==> config.mk <==
export PLATFORM = sky130hd
export DESIGN_NAME = branch_history_table
export DESIGN_NICKNAME = d
export VERILOG_FILES = /design/src/rtl/bp_pkg.sv /design/src/rtl/bp_sat_counter.sv /design/src/rtl/branch_history_table.sv
export SDC_FILE = /design/constraint.sdc
export NUM_CORES = 1
export LEC_CHECK = 0
export CAP_MARGIN = 20
export CELL_PAD_IN_SITES_DETAIL_PLACEMENT = 0
export CELL_PAD_IN_SITES_GLOBAL_PLACEMENT = 1
export CORE_UTILIZATION = 36
export CTS_BUF_LIST = sky130_fd_sc_hd__clkbuf_16
export DETAILED_ROUTE_END_ITERATION = 8
export PLACE_DENSITY_LB_ADDON = 0.1
export SLEW_MARGIN = 20
export SYNTH_ARGS = -nofsm -noshare
export SYNTH_HDL_FRONTEND = slang
export SYNTH_SLANG_ARGS = --single-unit
==> constraint.sdc <==
create_clock -name clk -period 2.45 [get_ports clk]
set_input_delay 0.245 -clock clk [delete_from_list [all_inputs] [get_ports clk]]
set_output_delay 0.245 -clock clk [all_outputs]
set_load 0.05 [all_outputs]
==> src/rtl/bp_pkg.sv <==
// Shared branch-prediction types: the 2-bit history counter encoding, its reset value,
// and the conditional-branch opcode.
package bp_pkg;

  typedef enum logic [1:0] {
    SNT = 2'b00,
    WNT = 2'b01,
    WT  = 2'b10,
    ST  = 2'b11
  } bp_state_t;

  localparam bp_state_t  BP_INIT = WNT;

  // RV32 conditional branch major opcode
  localparam logic [6:0] B_type  = 7'b1100011;

endpackage

==> src/rtl/bp_sat_counter.sv <==
// Next-state function of a 2-bit saturating history counter.
// Taken moves the counter toward ST; not-taken moves it toward SNT.
module bp_sat_counter
  import bp_pkg::*;
(
  input  bp_state_t state,
  input  logic      taken,
  output bp_state_t next_state
);

  // NOTE: default assignment first so every path through this block drives next_state and no latch is inferred.
  always_comb begin
    next_state = state;
    if (taken) begin
      if (state != ST) next_state = bp_state_t'(state + 2'd1);
    end else begin
      if (state != SNT) next_state = bp_state_t'(state - 2'd1);
    end
  end

endmodule

==> src/rtl/branch_history_table.sv <==
// Untagged table of 2-bit branch-history counters. Reads on the ID side are combinational and bypass a same-index EX update.
// EX-side branch outcomes train the table and drive saturating branch and mispredict statistics.
module branch_history_table
  import bp_pkg::*;
#(
  parameter int         ENTRIES    = 16,
  parameter logic [1:0] INIT_STATE = BP_INIT
) (
  input  logic        clk,
  input  logic        rst,
  input  logic [31:0] ID_pc,
  input  logic [31:0] EX_pc,
  input  logic [6:0]  EX_op,
  input  logic        EX_actual_taken,
  input  logic        EX_predict_taken,
  output logic        history_reg_1,
  output logic        history_reg_0,
  output logic [31:0] bp_branch_cnt,
  output logic [31:0] bp_miss_cnt
);

  localparam int IW = $clog2(ENTRIES);

  logic [IW-1:0] rd_idx;
  logic [IW-1:0] wr_idx;
  logic          update;

  bp_state_t     table_q [ENTRIES];
  bp_state_t     table_d [ENTRIES];
  bp_state_t     wr_cur;
  bp_state_t     wr_next;
  bp_state_t     rd_val;

  logic [31:0]   bp_branch_cnt_q, bp_branch_cnt_d;
  logic [31:0]   bp_miss_cnt_q,   bp_miss_cnt_d;

  assign rd_idx = ID_pc[IW+1:2];
  assign wr_idx = EX_pc[IW+1:2];
  assign update = (EX_op == B_type);
  assign wr_cur = table_q[wr_idx];

  // One counter instance serves both the table write and the read bypass.
  bp_sat_counter u_sat_counter (
    .state      (wr_cur),
    .taken      (EX_actual_taken),
    .next_state (wr_next)
  );

  always_comb begin
    rd_val = table_q[rd_idx];
    if (update && (wr_idx == rd_idx)) rd_val = wr_next;
  end

  assign history_reg_1 = rd_val[1];
  assign history_reg_0 = rd_val[0];

  always_comb begin
    table_d         = table_q;
    bp_branch_cnt_d = bp_branch_cnt_q;
    bp_miss_cnt_d   = bp_miss_cnt_q;
    if (update) begin
      table_d[wr_idx] = wr_next;
      if (bp_branch_cnt_q != '1) bp_branch_cnt_d = bp_branch_cnt_q + 32'd1;
      if ((EX_predict_taken != EX_actual_taken) && (bp_miss_cnt_q != '1))
        bp_miss_cnt_d = bp_miss_cnt_q + 32'd1;
    end
  end

  // NOTE: the table is a flop array rather than SRAM, so resetting every entry is both legal and required; no state survives a reset.
  // NOTE: sequential state uses non-blocking assignments so all flops sample pre-edge values.
  always_ff @(posedge clk) begin
    if (!rst) begin
      for (int i = 0; i < ENTRIES; i++) table_q[i] <= bp_state_t'(INIT_STATE);
      bp_branch_cnt_q <= '0;
      bp_miss_cnt_q   <= '0;
    end else begin
      table_q         <= table_d;
      bp_branch_cnt_q <= bp_branch_cnt_d;
      bp_miss_cnt_q   <= bp_miss_cnt_d;
    end
  end

  assign bp_branch_cnt = bp_branch_cnt_q;
  assign bp_miss_cnt   = bp_miss_cnt_q;

  // PC bits outside the index field do not take part in lookup
  logic unused_pc_bits;
  assign unused_pc_bits = ^{ID_pc[31:IW+2], ID_pc[1:0], EX_pc[31:IW+2], EX_pc[1:0]};

endmodule

==> results of run 1 <==
[through the flow]
stage,utilization,hold WS (ns),setup WS [ns],setup TNS (ns)
after detailed placement,0.453,0.488,-0.135,-0.506
after floorplan,-,0.456,0.0131,0
final,0.482,0.500,0.0668,0
after CTS,0.481,0.501,0.0709,0
after global placement,0.453,0.472,-0.136,-0.304
after global routing,0.482,0.522,0.00774,0
[state kept, by name, summed over array words and instances (netlist names)]
name and flops:
table_q 32, bp_miss_cnt 32, bp_branch_cnt 32
[kinds of logic after synthesis]
group           synth area share
xor+xnor                  0.0148
simple gates               0.282
buf+inv                   0.0463
mux                       0.0819
flops                      0.361
compound gates             0.205
fa+ha+maj                0.00894
[layout make-up]
cell class	instances	share of cell area
Multi-Input combinational cell	460	0.457
Tap cell	184	0.0330
Sequential cell	96	0.275
Inverter	9	0.00484
Timing Repair Buffer	130	0.185
Clock buffer	9	0.0323
Clock inverter	7	0.0124
[final timing paths]
kind | start | endpoint | slack [ns] | depth (start not counted)
worst max-delay path | EX_pc[2] | history_reg_0 | 0.07 | 8
worst min-delay path | bp_miss_cnt[30] | bp_miss_cnt[30] | 0.50 | 2
worst max register to register | bp_branch_cnt[24] | bp_branch_cnt[17] | 0.11 | 5
worst min register to register | bp_miss_cnt[30] | bp_miss_cnt[30] | 0.50 | 2
[power groups by stage]
stage	Sequential, mW	Clock, mW	Combinational (mW)
final	1.56	1.53	0.218
after CTS	1.56	1.57	0.218
after detailed placement	1.60	0	0.202
after global routing	1.56	1.63	0.233
after global placement	1.60	0	0.200
after floorplan	1.60	0	0.107
[critical path, delay by kind of cell]
| family | cells | cell delay (ns) |
|---|---|---|
| AOI/OAI and AO/OA | 2 | 0.21 |
| buffers and inverters | 3 | 0.72 |
| adders and majority gates | 1 | 0.24 |
| and+or+nand+nor | 1 | 0.21 |
| muxes | 1 | 0.50 |
[metal layers]
layer / up-vias / part of all wire
met5: - / 0
met4: 0 / 0.016
met3: 16 / 0.035
met2: 107 / 0.47
met1: 2489 / 0.47
li1: 2543 / -
[cells in the mapped netlist, drive strengths merged (6+ instances only)]
library cell	count	area, um^2
dfxtp	96	1920
a21oi	68	359
nand2	56	210
o21ai	43	215
nand3	38	190
o31ai	31	251
or4	30	229
or3	29	184
buf	21	145
nand4	20	125
clkbuf	18	67.6
mux4	18	405
nor3	18	100
nor2	15	58.8
o211ai	14	135
and3	12	75.1
and4	9	78.8
inv	9	33.8
nand2b	7	43.8
xor2	6	52.6
[timing repair]
action	in CTS	in global routing
buffers inserted	2	1
cloned	2	0
pin swaps	0	1
endpoints found under the setup margin	2	5
resized for setup	4	3
==> results_dict.tcl, run 1 <==
set metrics [dict create \
    status "finished, final reports clean" \
    diodes 0 \
    crit_path_max_delay_cell_type "sky130_fd_sc_hd__mux4_2" \
    gr-usage-all-layers 0.204 \
    setup-violations-final 0 \
    area.growth.synth_to_final_pct 31.3 \
    cts_buffer_depth 2 \
    viasPerCell 5.76 \
    critical_path_cell_list "dlygate4sd2_1, bufbuf_16, mux4_2, a22oi_1, and3_1, maj3_2, o21ai_4, buf_12" \
    register_area_um2 1920 \
    routed_wirelength_mm 14.9 \
    drv_slew 0 \
    most_common_flop_cell_mapped_by_yosys "sky130_fd_sc_hd__dfxtp_1" \
    maximum_number_of_pins_on_one_net_before_global_route_repair 34 \
    clk_network_pwr_share 0.463 \
    gr-usage-met2 0.336 \
    avgSynthCellArea_um2 8.81 \
    fin_crit_sh 0.973 \
    grt_first_pass_wirelength_mm 24.1 \
    clock.fmax_mhz 420 \
    initial_core_util 0.367 \
    power.share.sequential 0.471 \
    clock_latency_ns 0.36 \
    num_vias 5155 \
    drive_gt1_frac 0.160 \
    cellInternalPower_mw 2.55 \
    timing.hold.worst.class "reg2reg" \
    placement.io_buffers 84 \
    finClkSkew_ns 0.00777 \
    post_synthesis_net_count 681 \
    p_leak_nw 2.25 \
    die_width_um 124 \
    worst_ir_drop_vdd_mv 0.311 \
    synth-seq-area-share 0.361 \
    cts_inserted_buffers 9 \
    global_route.peak_usage_layer "met2" \
    rsz0062_at_grt "no" \
    coreArea_um2 14500 \
    synth.distinct_cells 56 \
    clock_tree_from_tritoncts "done" \
    critical-path-max-stage-delay_ns 0.50 \
    timing.critical_path.from_type "primary input" \
    syn-instance-count 604 \
    cts_htree_levels 3 \
    totalPowerFinal_mw 3.31 \
    path_max_fanout 6 \
    critPathArrivalTime_ns 2.14 \
    first_global_vias 4708 \
    multi_input_area_um2 3190 \
    ios 141 \
    drt_drc_violations_left 0 \
    dr.first_iter.drc_count 255 \
    rows 44 \
    timing.max_cap.violations 0 \
    fp.dieH_um 124 \
    final_cell_mix "sky130_fd_sc_hd__dfxtp_1, sky130_fd_sc_hd__clkdlybuf4s50_1, sky130_fd_sc_hd__a21oi_1" \
    synthesis.area_um2 5320 \
    fin_cells 895 \
    placement.cell_area_um2 6560 \
    worstSetupEndpointType "primary output" \
    clockRootBuffer "sky130_fd_sc_hd__clkbuf_16" \
    clock-sinks 96 \
    grt_overflow_total 0 \
    detail-route-antenna-nets 0 \
    synth-edff-count 0 \
    worst-slew-pin-transition_ns 0.654 \
    met3_track_utilization_from_global_routing 0.0254 \
    detailedRoute.firstPassIterationCount 4 \
    clkSlewWorstSetupHoldPaths_ns 0.07 \
    fin_crit_ns 2.38 \
    place.gp.congestion 0.808 \
    layout_commonest_cell "sky130_fd_sc_hd__dfxtp_1" \
    final_area_um2 6980 \
    synthArstFlopShare 0 \
    met1_usage 0.271 \
    grt_antenna_before_repair 0 \
    power.share.combinational 0.066 \
    yosysWarnings 0 \
    place.detailed.instances 874 \
    die-area_um2 15300 \
    hpwlAfterDp_mm 10.5 \
    finalNetCount 783 \
    n_fill_cell 1365 \
    routedWlPerCell_um 16.6 \
    crit_type "in2out" \
    finalHoldViolations 0 \
    yosys_register_bits 96 \
    switchingPower_mw 0.762 \
    critPathRequiredTime_ns 2.20 \
    power_density_nw_per_um2 474 \
    p_sw_frac 0.230 \
    relative_max_transition_margin 0.563 \
    post_cts_hold_buffer_count 0 \
]
(Power assumes the default switching activity.)
==> run 2, diff against run 1 <==
--- a/config.mk
+++ b/config.mk
@@ -5,6 +5,7 @@
 export SDC_FILE = /design/constraint.sdc
 export NUM_CORES = 1
 export LEC_CHECK = 0
+export ABC_AREA = 0
 export CAP_MARGIN = 20
 export CELL_PAD_IN_SITES_DETAIL_PLACEMENT = 0
 export CELL_PAD_IN_SITES_GLOBAL_PLACEMENT = 1
==> results of run 2 <==
Same layout as run 1: the final DEF is identical, and so are final timing and power.
